### config.mk
export PLATFORM = sky130hd
export DESIGN_NAME = gsim_b_feeder
export DESIGN_NICKNAME = d
export VERILOG_FILES = /design/src/rtl/gsim_feed_pkg.sv /design/src/rtl/gsim_feed_buf.sv /design/src/rtl/gsim_b_feeder.sv
export SDC_FILE = /design/constraint.sdc
export NUM_CORES = 1
export LEC_CHECK = 0
export ABC_AREA = 1
export BUFFER_PORTS_ARGS = -buffer_cell sky130_fd_sc_hd__buf_2
export CELL_PAD_IN_SITES_DETAIL_PLACEMENT = 2
export CELL_PAD_IN_SITES_GLOBAL_PLACEMENT = 2
export CORE_ASPECT_RATIO = 0.7
export CORE_MARGIN = 1.5
export CORE_UTILIZATION = 47
export DETAILED_ROUTE_END_ITERATION = 7
export GPL_TIMING_DRIVEN = 1
export PLACE_DENSITY = 0.85
export SLEW_MARGIN = 15
export SYNTH_ARGS = -nofsm -noshare
export SYNTH_HDL_FRONTEND = slang
export SYNTH_SLANG_ARGS = --single-unit
### constraint.sdc
create_clock -name clk -period 6.96 [get_ports clk]
set_input_delay 1.044 -clock clk [delete_from_list [all_inputs] [get_ports clk]]
set_output_delay 1.044 -clock clk [all_outputs]
set_load 0.02 [all_outputs]
### src/rtl/gsim_feed_pkg.sv
`default_nettype none
// ============================================================================
//  Module   : gsim_feed_pkg
//  Purpose  : Shared types and default constants for the GSIM b-vector feeder.
//  Revision : 1.0 - initial release
// ============================================================================
package gsim_feed_pkg;

    // Feeder controller states.
    typedef enum logic [1:0] {
        ST_LOAD = 2'd0,  // host is writing the vector
        ST_FULL = 2'd1,  // vector complete, waiting for start
        ST_SEND = 2'd2,  // burst to the solver in progress
        ST_WAIT = 2'd3   // burst sent, collecting solver results
    } feed_state_e;

    localparam int GSIM_N_DEFAULT  = 16;
    localparam int GSIM_DW_DEFAULT = 16;
    // Index/result counters must be able to hold the value N itself.
    localparam int GSIM_CW_DEFAULT = $clog2(GSIM_N_DEFAULT) + 1;

endpackage : gsim_feed_pkg
`default_nettype wire

### src/rtl/gsim_feed_buf.sv
`default_nettype none
// ============================================================================
//  Module   : gsim_feed_buf
//  Purpose  : N x DW register file holding the b vector. One write port,
//             one combinational read port, data storage is not reset.
//  Revision : 1.0 - initial release
// ============================================================================
module gsim_feed_buf #(
    parameter int N  = 16,
    parameter int DW = 16,
    parameter int AW = 4
) (
    input  logic          clk,
    input  logic          wr_en_i,
    input  logic [AW-1:0] wr_addr_i,
    input  logic [DW-1:0] wr_data_i,
    input  logic [AW-1:0] rd_addr_i,
    output logic [DW-1:0] rd_data_o
);

    logic [DW-1:0] mem_q [N];

    // Store one coefficient per accepted host write.
    always_ff @(posedge clk) begin
        if (wr_en_i) begin
            mem_q[wr_addr_i] <= wr_data_i;
        end
    end

    assign rd_data_o = mem_q[rd_addr_i];

endmodule : gsim_feed_buf
`default_nettype wire

### src/rtl/gsim_b_feeder.sv
`default_nettype none
// ============================================================================
//  Module   : gsim_b_feeder
//  Purpose  : Transmit side of the GSIM b-vector interface. Buffers N host
//             words, sends them to the solver as one burst on start, then
//             counts returned results and pulses done after N of them.
//  Options  : GSIM_FEED_REPLAY_EN - keep the vector after done (return to
//             FULL) and add a reload input that forces a fresh load.
//  Revision : 1.0 - initial release
// ============================================================================
module gsim_b_feeder
    import gsim_feed_pkg::*;
#(
    parameter int N  = GSIM_N_DEFAULT,
    parameter int DW = GSIM_DW_DEFAULT,
    parameter int CW = $clog2(N) + 1
) (
    input  logic          clk,
    input  logic          reset,
    input  logic          wr_valid,
    input  logic [DW-1:0] wr_data,
    output logic          wr_ready,
    input  logic          start,
    output logic          in_en,
    output logic [DW-1:0] b_in,
    input  logic          out_valid,
`ifdef GSIM_FEED_REPLAY_EN
    input  logic          reload,
`endif
    output logic          busy,
    output logic          done
);

    localparam int            AW        = CW - 1;
    localparam logic [CW-1:0] N_CNT     = CW'(N);
    localparam logic [AW-1:0] LAST_ADDR = AW'(N - 1);

`ifdef GSIM_FEED_REPLAY_EN
    // Replay keeps the buffer, so a finished transaction waits for a new start.
    localparam feed_state_e ST_AFTER_DONE = ST_FULL;
`else
    localparam feed_state_e ST_AFTER_DONE = ST_LOAD;
`endif

    feed_state_e   state_q, state_d;
    logic [AW-1:0] wr_idx_q, wr_idx_d;
    logic [CW-1:0] rd_idx_q, rd_idx_d;
    logic [CW-1:0] res_cnt_q, res_cnt_d;
    logic          wr_ready_q, wr_ready_d;
    logic          in_en_q, in_en_d;
    logic [DW-1:0] b_in_q, b_in_d;
    logic          busy_q, busy_d;
    logic          done_q, done_d;

    logic          wr_fire;
    logic          cnt_en;
    logic [CW-1:0] res_cnt_inc;
    logic [DW-1:0] rd_data;

    assign wr_fire     = (state_q == ST_LOAD) && wr_valid && wr_ready_q;
    assign cnt_en      = out_valid && ((state_q == ST_SEND) || (state_q == ST_WAIT));
    // Result count saturates at N.
    assign res_cnt_inc = (cnt_en && (res_cnt_q != N_CNT)) ? res_cnt_q + 1'b1 : res_cnt_q;

    gsim_feed_buf #(
        .N  (N),
        .DW (DW),
        .AW (AW)
    ) u_buf (
        .clk       (clk),
        .wr_en_i   (wr_fire),
        .wr_addr_i (wr_idx_q),
        .wr_data_i (wr_data),
        .rd_addr_i (rd_idx_q[AW-1:0]),
        .rd_data_o (rd_data)
    );

    // Next-state and registered-output logic for the feeder controller.
    always_comb begin
        state_d   = state_q;
        wr_idx_d  = wr_idx_q;
        rd_idx_d  = rd_idx_q;
        res_cnt_d = res_cnt_q;
        in_en_d   = 1'b0;
        b_in_d    = '0;
        done_d    = 1'b0;

        case (state_q)
            ST_LOAD: begin
                // start is ignored here: a partial vector is never sent.
                if (wr_fire) begin
                    wr_idx_d = wr_idx_q + 1'b1;
                    if (wr_idx_q == LAST_ADDR) begin
                        state_d  = ST_FULL;
                        wr_idx_d = '0;
                    end
                end
            end
            ST_FULL: begin
                rd_idx_d = '0;
                if (start) begin
                    // rd_idx is 0 here, so rd_data is b[0] for the first beat.
                    state_d   = ST_SEND;
                    in_en_d   = 1'b1;
                    b_in_d    = rd_data;
                    rd_idx_d  = CW'(1);
                    res_cnt_d = '0;
                end
            end
            ST_SEND: begin
                res_cnt_d = res_cnt_inc;
                if (rd_idx_q != N_CNT) begin
                    in_en_d  = 1'b1;
                    b_in_d   = rd_data;
                    rd_idx_d = rd_idx_q + 1'b1;
                end else if (res_cnt_inc == N_CNT) begin
                    // Solver already returned everything: finish without WAIT.
                    done_d    = 1'b1;
                    state_d   = ST_AFTER_DONE;
                    wr_idx_d  = '0;
                    rd_idx_d  = '0;
                    res_cnt_d = '0;
                end else begin
                    state_d = ST_WAIT;
                end
            end
            ST_WAIT: begin
                res_cnt_d = res_cnt_inc;
                if (res_cnt_inc == N_CNT) begin
                    done_d    = 1'b1;
                    state_d   = ST_AFTER_DONE;
                    wr_idx_d  = '0;
                    rd_idx_d  = '0;
                    res_cnt_d = '0;
                end
            end
            default: begin
                state_d = ST_LOAD;
            end
        endcase

`ifdef GSIM_FEED_REPLAY_EN
        // reload abandons whatever is in progress and restarts the load.
        if (reload) begin
            state_d   = ST_LOAD;
            wr_idx_d  = '0;
            rd_idx_d  = '0;
            res_cnt_d = '0;
            in_en_d   = 1'b0;
            b_in_d    = '0;
            done_d    = 1'b0;
        end
`endif

        // wr_ready trails entry into LOAD by one cycle and drops right after the last write.
        wr_ready_d = (state_q == ST_LOAD) && (state_d == ST_LOAD);
        busy_d     = (state_d == ST_SEND) || (state_d == ST_WAIT);
    end

    // Controller state, counters and registered outputs.
    always_ff @(posedge clk or posedge reset) begin
        if (reset) begin
            state_q    <= ST_LOAD;
            wr_idx_q   <= '0;
            rd_idx_q   <= '0;
            res_cnt_q  <= '0;
            wr_ready_q <= 1'b0;
            in_en_q    <= 1'b0;
            b_in_q     <= '0;
            busy_q     <= 1'b0;
            done_q     <= 1'b0;
        end else begin
            state_q    <= state_d;
            wr_idx_q   <= wr_idx_d;
            rd_idx_q   <= rd_idx_d;
            res_cnt_q  <= res_cnt_d;
            wr_ready_q <= wr_ready_d;
            in_en_q    <= in_en_d;
            b_in_q     <= b_in_d;
            busy_q     <= busy_d;
            done_q     <= done_d;
        end
    end

    assign wr_ready = wr_ready_q;
    assign in_en    = in_en_q;
    assign b_in     = b_in_q;
    assign busy     = busy_q;
    assign done     = done_q;

endmodule : gsim_b_feeder
`default_nettype wire
# Word-level counts from Yosys, hierarchy flattened
# Memories as Yosys holds them, arrays and structs flattened.
# Index checks and enable logic that the tools add are counted.
# op_classes
add_sub_neg,3
mul,0
div,0
order_cmp,0
eq_ne,12
n_shift,0
mux,32
bitwise_logic,0
reduce_logical,13
# ops
op,count
two-way mux 16 bit,2
case mux 16 bit (2 select lines),1
two-way mux 5 bit,6
case mux 5 bit (3 select lines),2
two-way mux 4 bit,4
two-way mux 2 bit,6
case mux 4 bit (3 select lines),1
adder 5 x 1 -> 5 bit (second input constant),2
!= test 5 bit (second input constant),2
== test 2 bit (second input constant),4
case mux 2 bit (4 select lines),1
two-way mux 1 bit,7
nonzero test 3 bit,2
== test 5 bit (second input constant),1
logical AND 1 bit,5
adder 4 x 1 -> 4 bit (second input constant),1
== test 4 bit (second input constant),1
zero test 2 bit,2
!= test 2 bit (second input constant),2
case mux 1 bit (2 select lines),2
AND reduction 3 bit,1
== test 2 x 1 -> 1 bit (second input constant),1
logical OR 1 bit,2
!= test 2 x 1 -> 1 bit (second input constant),1
AND reduction 2 bit,1
# word_totals
register_bits,36
latch_bits,0
mem_bits_rw,256
mem_bits_ro,0
in_bits,21
output_inout_bits,20
wordCells,70
n_memories,1
# mem_list
memory,words,word_bits,rd,rd_clocked_by_memory_dff,wr,line_no,text
u_buf.mem_q,16,16,1,0,1,gsim_feed_buf.sv:21,logic [DW-1:0] mem_q [N];

# Logic depth before layout (Yosys ltp)
# depth
depth_word,11
ltp_mapped,14
mapped_depth_nobuf,14

# By module
# A second synthesis with hierarchy kept.
# unflattened
cells_unflattened,1299
area_unflattened_um2,12968.7
# by_module_without_submodules
module,n_inst,cells_each,area_per_inst_um2,seq_area_each_um2
gsim_feed_buf,1,1058,11060.6,7687.4
gsim_b_feeder,1,241,1908.1,875.8

# Worst setup path after synthesis
# No wires, ideal clock.
# synth_path
path_kind,in2reg
start,input wr_valid
end,"memory u_buf.mem_q[11][0], enable pin"
setup_ns,0.409
arrival_time_ns,2.359
required_time_ns,6.551
path_slack_ns,4.192
path_stages,2
n_path_buf,0
path_cell_list,nand3_1 > nor3_1
# synth_between
elab_chain_cells,4
# synth_lines
item,line_no,text
start: declaration,gsim_b_feeder.sv:20,"input logic wr_valid,"
logical AND 1 bit (2 in a row),gsim_b_feeder.sv:60,assign wr_fire = (state_q == ST_LOAD) && wr_valid && wr_ready_q;
two-way mux 1 bit,gsim_feed_buf.sv:25,if (wr_en_i) begin
two-way mux 1 bit (not written as such),gsim_feed_buf.sv:26,mem_q[wr_addr_i] <= wr_data_i;
end: declaration,gsim_feed_buf.sv:21,
# No other way between the ends.

==> results.toml <==
[clocking]
h-tree-depth = 1
post_cts_resized = 0
clkLatencyLatePin_ps = 560
cts_tree = "done"
cts_num_sinks = 291
clkSlewWorstSetupHoldPaths_ps = 70
hold_buffers = 0
numCtsBuffers = 29
cts_root_buf = "clkbuf_16"
cts_buffer_depth = 3
cts_setup_buffers = 0

[routing]
drtAntennaViolNets = 0
met2_length_mm = 20.13
drtPass1Iterations = 5
drt-initial-drc-count = 778
via_count = 8222
wire_per_inst_um = 30.95
wl_mm = 40.85
wl_met3_mm = 1.977
maxUsedRoutingLayer = "met5"
routed_via_density = 6.229
drc = 0
wl_met1_mm = 17.32

[critical_path]
crit_path_start_kind = "register"
cpLargestDelayFamily = "simple AND/OR/NAND/NOR gates"
critPathRequiredTime_ps = 7110
path_common_cell = "inv_1"
path_buf_inv = 2
critPathCaptureType = "register"
critPathSlowestCell = "nor2_2"
crit_type = "register to register"
max_stage_delay_ps = 1020
crit_chain = "inv_1, ha_1, nand3_1, inv_1, nand2_1, nor2_2"
worstPathMaxFanout = 16
worstPathArrival_ps = 3410

[timing]
maxSlewViolCount = 0
fin_crit_ps = 3261
fmax_mhz = 306.6
slew_headroom_pct = 15.20
worstMarginPinSlew_ps = 1271
hold_viol_final = 0
final-setup-viol-count = 0
fin_tns_setup_ps = 0
finalClockSkew_ps = 13.85
rsz0062_at_grt = "no"
fin_crit_sh_pct = 46.86

[place]
dp_hpwl_mm = 23.47
gp_congestion = 0.8281
portBuffers = 40
dp_cells = 1268
dpl-instance-area_mm2 = 0.01232

[floorplanning]
fp.dieW_um = 192.4
fp-row-count = 48
io_pins = 41
start_util_pct = 47.83
fp.dieH_um = 135.6
die_area_mm2 = 0.02610
fp.coreArea_mm2 = 0.02468

[layout]
area_growth_pct = 12.14
stdcell_count = 1320
n_antenna_cell = 0
fin_nets = 1007
drive_gt1_share_pct = 12.86
stdcell_area_mm2 = 0.01324

[power]
ir_drop_v = 0.0001960
total_power_mw = 5.083
p_leak_nw = 4.598
power.density_mw_per_mm2 = 383.9

[flow_run]
max_cap_violations = 0

[global_route]
track_usage_pct = 32.04
grt_max_degree = 105
antenna_found_initial = 1
grt_pass1_vias = 9169
grt_pass1_wl_mm = 59.93
gr-total-overflow = 0

[logic_synthesis]
synth_most_common_cell = "edfxtp_1"
ys_seq_area_share_pct = 72.53
syn_nets = 974
netlist_area_mm2 = 0.01181
async_flop_share_pct = 12.03
syn_area_per_cell_um2 = 12.55
yosysWarnings = 0
ys_ff_latch = 291
synth_edf_count = 256
ys_types = 33
synthTopCellsByArea = "edfxtp_1 65%, dfrtp_1 7.4%, nor2_1 5.0%"
synth_top_area_share_pct = 65.11
syn_inst = 941
synth_area_leader_cell = "edfxtp_1"
synth-main-ff-cell = "edfxtp_1"
yosys-top-cells-count = "256 x edfxtp_1, 157 x nor2_1, 116 x o21ai_0"

[hold_path]
hp-class = "register to register"

[status]
status = "complete, no violations"
[worst register-to-register path: cells and delay by family, from the launching register on]
kind,cells,cell delay [ps]
simple gates,3,1640
flops,1,480
buf+inv,2,410
fa+ha+maj,1,340
[final timing paths]
check	start	end	depth (start not counted)	slack, ps
max	busy	u_buf.mem_q[13][9]	6	3700
max in group asynchronous	reset	rd_idx_q[0]	3	5910
max reg2reg	busy	u_buf.mem_q[13][9]	6	3700
min in group asynchronous	reset	res_cnt_q[3]	3	630
min reg2reg	rd_idx_q[4]	rd_idx_q[4]	2	620
min	rd_idx_q[4]	rd_idx_q[4]	2	620
[cell families (layout without fill, tap and decap cells)]
logic type | after synthesis | after routing | synth area share (%)
flip-flops | 291 | 291 | 72.53
XOR/XNOR | 2 | 2 | 0.1484
buffers and inverters | 83 | 137 | 3.116
adder cells (fa/ha/maj) | 12 | 12 | 1.272
AO/OA/AOI/OAI | 221 | 221 | 10.83
AND/OR/NAND/NOR | 332 | 332 | 12.10
[flip-flops by register name (all words and copies together) (netlist names)]
signal,count
wr_idx_q,4
u_buf.mem_q,256
wr_ready,1
rd_idx_q,5
res_cnt_q,5
in_en,1
done,1
b_in,16
state_q,1
busy,1
[stage by stage]
step	utilization (%)	hold WS, ps	worst slack [ps]
after floorplan	-	502.1	4192
after global placement	49.91	552.7	3810
after detailed placement	49.91	601.2	3408
after CTS	53.47	619.6	3434
after global routing	53.64	655.2	3577
final	53.64	624.4	3699
[where the power goes]
group	leakage [nW]	total, mW	internal, mW	switching (mW)
clock network	0.433	1.52	0.836	0.682
logic	1.38	1.44	0.350	1.09
registers	2.78	2.13	2.04	0.0847
total	4.60	5.08	3.23	1.85
[layout make-up]
cell class,instances,area (µm²)
Fill cell,2327,11440
Timing Repair Buffer,54,305.3
Tap cell,325,406.6
Sequential cell,291,8568
Inverter,31,117.6
Clock buffer,36,752.0
Clock inverter,16,125.1
Multi-Input combinational cell,567,2965
[layout by cell type, fill, tap and decap left out, types with 12 or more instances in the layout]
master     count
and2_1        16
buf_4         14
o21ai_0      116
nor2_4        12
inv_1         25
nor2_1       144
o21ai_1       26
ha_1          12
nand3_1       43
o221ai_1      26
edfxtp_1     256
buf_2         40
nand2_1       96
clkbuf_16     29
o22ai_1       39
dfrtp_1       33
[per-layer routing]
layer | vias to the layer above | GRT usage [%]
met1 | 4325 | 41.79
met4 | 2 | 12.66
met5 | - | 0
li1 | 3492 | -
met2 | 311 | 54.04
met3 | 92 | 5.076
(Power assumes the default switching activity.)
